$ cat config.mk
export PLATFORM = sky130hd
export DESIGN_NAME = spi_master_flat
export DESIGN_NICKNAME = d
export VERILOG_FILES = /design/src/rtl/spi_master_pkg.sv /design/src/rtl/spi_master_if.sv /design/src/rtl/spi_master_clk_gen.sv /design/src/rtl/spi_master.sv /design/src/flat_wrapper.sv
export SDC_FILE = /design/constraint.sdc
export NUM_CORES = 1
export LEC_CHECK = 0
export CAP_MARGIN = 10
export CORE_AREA = 2 2 72 74
export DETAILED_ROUTE_END_ITERATION = 10
export DIE_AREA = 0 0 74 76
export GPL_ROUTABILITY_DRIVEN = 0
export PLACE_DENSITY_LB_ADDON = 0.12
export REMOVE_ABC_BUFFERS = 1
export SLEW_MARGIN = 40
export SYNTH_ARGS = -nofsm -noshare
export SYNTH_HDL_FRONTEND = slang
export SYNTH_SLANG_ARGS = --single-unit
$ cat constraint.sdc
create_clock -name clk -period 1.9 [get_ports clk]
set_input_delay 0.285 -clock clk [delete_from_list [all_inputs] [get_ports clk]]
set_output_delay 0.285 -clock clk [all_outputs]
set_load 0.01 [all_outputs]
$ cat src/rtl/spi_master_pkg.sv
`default_nettype none
// +----------------------------------------------------------------------+
// | spi_master_pkg : shared widths and FSM encodings for the SPI master  |
// | Rev 1.0                                                              |
// +----------------------------------------------------------------------+
package spi_master_pkg;
  localparam int c_SPI_DATA_W     = 8;
  localparam int c_SPI_MIN_CLK_DIV = 3;
  localparam int c_BIT_CNT_W      = $clog2(c_SPI_DATA_W);

  localparam int c_STATE_W = 3;
  localparam logic [c_STATE_W-1:0] c_ST_IDLE  = 3'd0;
  localparam logic [c_STATE_W-1:0] c_ST_SETUP = 3'd1;
  localparam logic [c_STATE_W-1:0] c_ST_HIGH  = 3'd2;
  localparam logic [c_STATE_W-1:0] c_ST_LOW   = 3'd3;
  localparam logic [c_STATE_W-1:0] c_ST_DONE  = 3'd4;
endpackage
`default_nettype wire

$ cat src/rtl/spi_master_if.sv
`default_nettype none
// +----------------------------------------------------------------------+
// | spi_master_if : request/response bus between control logic and SPI   |
// | Rev 1.0                                                              |
// +----------------------------------------------------------------------+
interface spi_master_if;
  import spi_master_pkg::*;

  logic                    start;
  logic [c_SPI_DATA_W-1:0] tx_data;
  logic                    busy;
  logic                    done;
  logic [c_SPI_DATA_W-1:0] rx_data;

  modport master (output start, tx_data, input busy, done, rx_data);
  modport slave  (input start, tx_data, output busy, done, rx_data);
endinterface
`default_nettype wire

$ cat src/rtl/spi_master_clk_gen.sv
`default_nettype none
// +----------------------------------------------------------------------+
// | spi_master_clk_gen : half-period tick generator for sclk phases      |
// | Rev 1.0                                                              |
// +----------------------------------------------------------------------+
module spi_master_clk_gen #(
  parameter int CLK_DIV = 4
) (
  input  wire logic clk,
  input  wire logic rst_n,
  input  wire logic enable,
  output logic      tick
);
  localparam int                 c_CNT_W = $clog2(CLK_DIV);
  localparam logic [c_CNT_W-1:0] c_LAST  = c_CNT_W'(CLK_DIV - 1);

  logic [c_CNT_W-1:0] r_cnt;

  always_ff @(posedge clk or negedge rst_n) begin
    if (!rst_n) begin
      r_cnt <= '0;
    end else if (!enable || (r_cnt == c_LAST)) begin
      r_cnt <= '0;
    end else begin
      r_cnt <= r_cnt + 1'b1;
    end
  end

  assign tick = enable && (r_cnt == c_LAST);
endmodule
`default_nettype wire

$ cat src/rtl/spi_master.sv
`default_nettype none
// +----------------------------------------------------------------------+
// | spi_master : SPI mode-0 initiator, single 8-bit full-duplex transfer |
// | Rev 1.0                                                              |
// +----------------------------------------------------------------------+
module spi_master
  import spi_master_pkg::*;
#(
  parameter int CLK_DIV = 4
) (
  input  wire logic   clk,
  input  wire logic   rst_n,
  spi_master_if.slave bus,
  input  wire logic   miso,
  output logic        sclk,
  output logic        mosi,
  output logic        cs_n
);
  // Dividers below the slave's settling limit are clamped rather than trusted.
  localparam int c_DIV = (CLK_DIV < c_SPI_MIN_CLK_DIV) ? c_SPI_MIN_CLK_DIV : CLK_DIV;

  logic [c_STATE_W-1:0]    r_state;
  logic [c_SPI_DATA_W-2:0] r_tx_sh;
  logic [c_SPI_DATA_W-1:0] r_rx_sh;
  logic [c_BIT_CNT_W-1:0]  r_bit_cnt;
  logic                    r_start_q;
  logic                    w_enable;
  logic                    w_tick;
  logic                    w_accept;
  logic                    w_last_low;

  assign w_enable   = (r_state == c_ST_SETUP) || (r_state == c_ST_HIGH) || (r_state == c_ST_LOW);
  // A start held across DONE chains straight into SETUP; a fresh pulse in DONE is ignored.
  assign w_accept   = bus.start && ((r_state == c_ST_IDLE) || ((r_state == c_ST_DONE) && r_start_q));
  assign w_last_low = (r_state == c_ST_LOW) && (r_bit_cnt == '0);

  spi_master_clk_gen #(
    .CLK_DIV (c_DIV)
  ) u_clk_gen (
    .clk    (clk),
    .rst_n  (rst_n),
    .enable (w_enable),
    .tick   (w_tick)
  );

  always_ff @(posedge clk or negedge rst_n) begin
    if (!rst_n) begin
      r_state     <= c_ST_IDLE;
      r_tx_sh     <= '0;
      r_rx_sh     <= '0;
      r_bit_cnt   <= '0;
      r_start_q   <= 1'b0;
      sclk        <= 1'b0;
      mosi        <= 1'b0;
      cs_n        <= 1'b1;
      bus.busy    <= 1'b0;
      bus.done    <= 1'b0;
      bus.rx_data <= '0;
    end else begin
      r_start_q <= bus.start;
      bus.done  <= 1'b0;
      case (r_state)
        c_ST_IDLE, c_ST_DONE: begin
          if (w_accept) begin
            r_state   <= c_ST_SETUP;
            cs_n      <= 1'b0;
            bus.busy  <= 1'b1;
            mosi      <= bus.tx_data[c_SPI_DATA_W-1];
            r_tx_sh   <= bus.tx_data[c_SPI_DATA_W-2:0];
            r_rx_sh   <= '0;
            r_bit_cnt <= '0;
          end else begin
            r_state <= c_ST_IDLE;
          end
        end
        c_ST_SETUP, c_ST_LOW: begin
          if (w_tick) begin
            if (w_last_low) begin
              r_state     <= c_ST_DONE;
              cs_n        <= 1'b1;
              bus.busy    <= 1'b0;
              bus.done    <= 1'b1;
              bus.rx_data <= r_rx_sh;
              mosi        <= 1'b0;
            end else begin
              r_state   <= c_ST_HIGH;
              sclk      <= 1'b1;
              r_rx_sh   <= {r_rx_sh[c_SPI_DATA_W-2:0], miso};
              r_bit_cnt <= r_bit_cnt + 1'b1;
            end
          end
        end
        c_ST_HIGH: begin
          if (w_tick) begin
            r_state <= c_ST_LOW;
            sclk    <= 1'b0;
            // The bit counter has wrapped to zero after the eighth rising edge.
            if (r_bit_cnt != '0) begin
              mosi    <= r_tx_sh[c_SPI_DATA_W-2];
              r_tx_sh <= {r_tx_sh[c_SPI_DATA_W-3:0], 1'b0};
            end
          end
        end
        default: r_state <= c_ST_IDLE;
      endcase
    end
  end
endmodule
`default_nettype wire

$ cat src/flat_wrapper.sv
// flat-port wrapper written by rule: the top's interface ports become plain ports
module spi_master_flat import spi_master_pkg::*;
#(
  parameter int CLK_DIV = 4
)
  (clk, rst_n, miso, sclk, mosi, cs_n, bus_start, bus_tx_data, bus_busy, bus_done, bus_rx_data);
  spi_master_if bus_i ();
  input  wire logic clk;
  input  wire logic rst_n;
  input  wire logic miso;
  output logic sclk;
  output logic mosi;
  output logic cs_n;
  input wire logic [$bits(bus_i.start)-1:0] bus_start;
  input wire logic [$bits(bus_i.tx_data)-1:0] bus_tx_data;
  output wire logic [$bits(bus_i.busy)-1:0] bus_busy;
  output wire logic [$bits(bus_i.done)-1:0] bus_done;
  output wire logic [$bits(bus_i.rx_data)-1:0] bus_rx_data;
  assign bus_i.start = bus_start;
  assign bus_i.tx_data = bus_tx_data;
  assign bus_busy = bus_i.busy;
  assign bus_done = bus_i.done;
  assign bus_rx_data = bus_i.rx_data;
  spi_master #(.CLK_DIV(CLK_DIV)) u_core (.clk(clk), .rst_n(rst_n), .bus(bus_i), .miso(miso), .sclk(sclk), .mosi(mosi), .cs_n(cs_n));
endmodule
# [Yosys cells after proc, flatten, opt, wreduce, memory -nomap -nowiden]
# Cells that the tools add are included.
[word_totals] regBits=37 inputBits=12 output_inout_bits=13 word_cells=87
[classes] addsub=2 eq_ne=11 muxes=37 reduce_logical=25
[ops] operator="$mux W8" count=3
[ops] operator="$mux W7" count=3
[ops] operator="$mux W3" count=6
[ops] operator="$mux W1" count=16
[ops] operator="$pmux W8 S2" count=1
[ops] operator="$reduce_and A4 Y1" count=4
[ops] operator="$pmux W7 S2" count=1
[ops] operator="$pmux W3 S3" count=1
[ops] operator="$ne A2 B2 Y1 const B" count=4
[ops] operator="$eq A3 B2 Y1 const B" count=2
[ops] operator="$logic_not A3 Y1" count=2
[ops] operator="$pmux W1 S2" count=3
[ops] operator="$pmux W3 S2" count=1
[ops] operator="$reduce_and A6 Y1" count=1
[ops] operator="$reduce_bool A2 Y1" count=3
[ops] operator="$reduce_bool A3 Y1" count=2
[ops] operator="$logic_and A1 B1 Y1" count=4
[ops] operator="$logic_or A1 B1 Y1" count=4
[ops] operator="$ne A2 B1 Y1 const B" count=2
[ops] operator="$reduce_or A2 Y1" count=2
[ops] operator="$add A3 B1 Y3 const B" count=1
[ops] operator="$eq A3 B1 Y1 const B" count=1
[ops] operator="$eq A3 B3 Y1 const B" count=1
[ops] operator="$pmux W1 S3" count=1
[ops] operator="6 further kinds" count=6

# [Depth between registers and ports, before layout]
[depth] ltp_word=6 mapped_depth=6

# [Cells and area by module]
# Synthesis repeated with hierarchy kept, for this count alone.
[hier_totals] hier_cells=137 area_unflattened_um2=1736.7
[by_module_without_submodules] mod="spi_master" n_inst=1 cells_each=131 area_per_inst_um2=1645.3 seq_area_each_um2=877.1
[by_module_without_submodules] mod="spi_master_clk_gen" n_inst=1 cells_each=6 area_per_inst_um2=91.3 seq_area_each_um2=50.0

# [Worst setup path before layout]
# No wires, ideal clock.
[synth_path] kind="reg2reg" startpoint="register u_core.r_state[2]" endpoint="register u_core.r_tx_sh[1]" setup_time_ns=0.125 arrival_ns=1.500 required_time_ns=1.775 slack_ns=0.275 stages_incl_launch_ff=6 path_buffers=1 cell_sequence="dfrtp_1 buf_4 nor3b_4 o21ai_2 a22oi_4 mux2_2"
[synth_via] elab_chain_len=6 word_cells_on_any_way=18 cone_classes="eq/ne (7); mux (1); reduce/logical (10)"
[synth_lines] item="from (decl)" line="spi_master.sv:22" rtl="logic [c_STATE_W-1:0] r_state;"
[synth_lines] item="from (signal assigned)" line="spi_master.sv:48" rtl="r_state <= c_ST_IDLE;"
[synth_lines] item="from (signal assigned)" line="spi_master.sv:65" rtl="r_state <= c_ST_SETUP;"
[synth_lines] item="from (signal assigned)" line="spi_master.sv:73" rtl="r_state <= c_ST_IDLE;"
[synth_lines] item="$eq A3 B3 Y1 (tied with other cells)" line="spi_master.sv:34, spi_master.sv:62"
[synth_lines] item="$logic_and A1 B1 Y1 or $logic_or A1 B1 Y1 (tied branches)" line="spi_master.sv:34, spi_master.sv:32"
[synth_lines] item="$logic_or A1 B1 Y1 (on tied branches)" line="spi_master.sv:34, spi_master.sv:32"
[synth_lines] item="$logic_and A1 B1 Y1 (on tied branches)" line="spi_master.sv:34, spi_master_clk_gen.sv:29"
[synth_lines] item="$ne A2 B1 Y1 (no line) or $ne A2 B2 Y1 (tied branches)"
[synth_lines] item="$reduce_and A4 Y1 (no line)"
[synth_lines] item="to (signal assigned)" line="spi_master.sv:69" rtl="r_tx_sh <= bus.tx_data[c_SPI_DATA_W-2:0];"
[synth_lines] item="to (signal assigned)" line="spi_master.sv:100" rtl="r_tx_sh <= {r_tx_sh[c_SPI_DATA_W-3:0], 1'b0};"
[synth_lines] item="to (decl)" line="spi_master.sv:23" rtl="logic [c_SPI_DATA_W-2:0] r_tx_sh;"
# Several ways; a longest one is shown, not always the timed one.
# A chain may end at the register's enable or synchronous reset.

# [Worst setup path in the final report]
[layout_path] startpoint="register u_core.r_state[2]" endpoint="register u_core.bus.rx_data[5]"
[layout_via] elab_chain_len=5 word_cells_on_any_way=9 cone_classes="eq/ne (3); reduce/logical (6)"
[layout_lines] item="$eq A3 B1 Y1 or $eq A3 B2 Y1 (tied branches)" line="spi_master.sv:32, spi_master.sv:62"
[layout_lines] item="$logic_or A1 B1 Y1 (2 in a row)" line="spi_master.sv:32" rtl="assign w_enable = (r_state == c_ST_SETUP) || (r_state == c_ST_HIGH) || (r_state == c_ST_LOW);"
[layout_lines] item="$logic_and A1 B1 Y1" line="spi_master_clk_gen.sv:29" rtl="assign tick = enable && (r_cnt == c_LAST);"
[layout_lines] item="$reduce_and A3 Y1 (no line) (*)"
[layout_lines] item="to (signal assigned)" line="spi_master.sv:83" rtl="bus.rx_data <= r_rx_sh;"
[layout_lines] item="to (decl)" line="spi_master_if.sv:16" rtl="modport slave (input start, tx_data, output busy, done, rx_data);"
# Every way passes the cells marked *; elsewhere a longest branch is shown, timed or not.

==> results.txt <==
CTS root buf - clkbuf_8
Power Density - 1340 mW/mm2
Yosys warnings - 0
antenna diode count - 0
area of the mapped netlist - 0.00163 mm2
Via Count - 1064
Rel. slew slack - 68.7%
Vias/cell - 4.63
Crit Path Max Fanout - 11
Overall Global Routing Usage - 12.0%
Seq/Total Area, Yosys - 56.8%
H-Tree Level Count - 2
Worst-Skew Late Latency - 0.28 ns
Max Cap Violations - 0
min Tclk post-route - 1.70 ns
Max VDD drop - 0.553 mV
IO Port Bufs - 24
post-DP HPWL - 2.06 mm
Cell Rows - 26
Worst-Margin Slew - 0.469 ns
vias in the first global route - 1055
WL final - 3.02 mm
clock-pin slew of the registers on the worst-case setup and hold paths - 0.07 ns
largest net degree at the start of global routing - 38
post-route clock period utilization - 89.3%
count leader, synth - dfrtp_1
post-synthesis average cell area - 13.2 um2
# setup viols final - 0
Syn Inst Count - 124
Unique masters post-synth - 31
global-route wire length before repair - 5.15 mm
Max Slew Vio Count - 0
Worst Clk Skew - 0.00337 ns
Final nets - 174
post-cts sizing count - 0
Hold Crit Class - in2async
TritonCTS buffer count - 5
Critical Path AT - 1.87 ns
Main synth FF type - dfrtp_1
Pre-Repair DR Iteration Count - 4
Leak - 0.922 nW
Setup CP Type - reg2reg
most frequent cells after synthesis - dfrtp_1, mux2_2, nor2_1
hold-fix buffers at CTS - 0
post-synthesis register bit count - 37
clock sink count - 37
endpoints failing hold - 0
clock buffer depth - 2
Post-synth ARST share - 100%
DRT iter0 DRCs - 45
wire per inst - 13.1 um
Fmax - 589 MHz
Die H - 76 um
Fillers - 476
initial antenna violation count - 0
# IOs - 25
RSZ-0062 raised after global routing - false
Final Util - 42.4%
share of cells above drive strength 1 - 26.9%
Overflow after GRT - 0
top cell type's share of synthesized area - 55.2%
# placed instances - 222
startpoint types - register
CTS tree - done
detailed-route DRC error count - 0
core area - 0.00491 mm2
final setup TNS - 0 ns
starting density of the core - 33.2%
EDFF count, synth - 0
setup repair bufs after CTS - 0
Crit path required time - 2.07 ns
Yosys top cell by area - dfrtp_1
full die area - 0.00562 mm2
endpoint class of the critical path - register
status - finished clean
top cells by area, synth - dfrtp_1, mux2_2, a22o_1
Area Overhead vs Synth - 27.6%
Non-Filler Instances - 230
Die Wd - 74 um
antenna viol nets, final - 0
kinds of logic (layout without fill, tap and decap cells):
| group | count (synthesis) | in the layout | share of synthesized area, % |
|---|---|---|---|
| flip-flops | 37 | 37 | 56.8 |
| AND/OR/NAND/NOR | 30 | 30 | 11.1 |
| multiplexers | 23 | 23 | 15.8 |
| AO/OA/AOI/OAI | 20 | 20 | 9.96 |
| buffers and inverters | 10 | 46 | 3.52 |
| adder cells (fa/ha/maj) | 3 | 3 | 2.30 |
| XOR/XNOR | 1 | 1 | 0.536 |
state kept, by name, indices dropped and copies added (netlist names):
signal                  cells
u_core.bus.rx_data          8
u_core.r_rx_sh              8
u_core.r_tx_sh              7
u_core.r_bit_cnt            3
u_core.r_state              3
u_core.u_clk_gen.r_cnt      2
u_core.bus.busy             1
u_core.bus.done             1
u_core.cs_n                 1
u_core.mosi                 1
u_core.r_start_q            1
u_core.sclk                 1
layout make-up:
class,instances,area (um2),area share [%]
Sequential cell,37,927,44.5
Tap cell,70,87.6,4.20
Clock inverter,1,5.00,0.240
Timing Repair Buffer,33,320,15.4
Multi-Input combinational cell,77,648,31.1
Inverter,5,18.8,0.901
Clock buffer,7,76.3,3.66
through the flow:
| stage | hold WS, ns | setup WS, ns | area (um2) | total power [mW] |
|---|---|---|---|---|
| final | 0.415 | 0.204 | 2080 | 2.79 |
| after global routing | 0.461 | 0.0949 | 2080 | 3.01 |
| after CTS | 0.437 | 0.190 | 2080 | 2.83 |
| after detailed placement | 0.436 | 0.142 | 2000 | 2.30 |
| after global placement | 0.427 | 0.186 | 2000 | 2.28 |
| after floorplan | -0.0106 | 0.0921 | 1590 | 1.85 |
routing by layer:
layer | share of wire, % | up-vias | GRT usage, % | wire, um
met3 | 6.9 | 5 | 5.56 | 208
met1 | 48 | 531 | 16.8 | 1440
met2 | 44 | 23 | 16.3 | 1350
li1 | - | 505 | - | -
met5 | 0 | - | 0 | 0
met4 | 0.96 | 0 | 3.82 | 29
worst max-delay path, stage by stage (launching register included):
cell and delay, ns:
dfrtp_1 0.46, and2b_1 0.33, nand2_1 0.10, nor2_1 0.18, buf_12 0.17, mux2_2 0.33
power by group:
part / internal, mW / switching, mW
combinational: 0.606 / 0.469
clock: 0.257 / 0.265
sequential: 1.03 / 0.161
final timing paths:
check	from	end	slack, ns	depth (start not counted)
max	u_core.r_state[2]$_DFFE_PN0P_	u_core.bus.rx_data[5]$_DFFE_PN0P_	0.20	5
min	rst_n	u_core.u_clk_gen.r_cnt[1]$_DFF_PN0_	0.41	2
max reg2reg	u_core.r_state[2]$_DFFE_PN0P_	u_core.bus.rx_data[5]$_DFFE_PN0P_	0.20	5
min reg2reg	u_core.u_clk_gen.r_cnt[0]$_DFF_PN0_	u_core.u_clk_gen.r_cnt[0]$_DFF_PN0_	0.44	1
max in group asynchronous	rst_n	u_core.cs_n$_DFFE_PN1P_	1.13	2
min in group clk	u_core.u_clk_gen.r_cnt[0]$_DFF_PN0_	u_core.u_clk_gen.r_cnt[0]$_DFF_PN0_	0.44	1
cell usage in the layout (no fill, tap or decap):
cell,count
and3b_1,1
nand2b_2,1
nor3b_4,1
o21ai_2,1
a2bb2oi_1,1
mux2_2,22
a22o_1,9
buf_12,1
mux2i_1,1
and2b_1,1
xnor2_1,1
clkinv_2,1
a21o_1,1
a21oi_1,2
nand3b_1,3
and3_1,2
nor4_1,1
nor2_4,1
nand3_1,1
dfstp_2,1
a211oi_1,1
inv_1,5
and4_1,1
nor2_1,10
clkbuf_1,2
nand2_1,5
clkbuf_8,5
buf_4,8
a22oi_4,1
nor3b_1,2
clkdlybuf4s50_1,24
ha_1,3
dfrtp_1,36
o21ai_0,4
(Power assumes the default switching activity.)
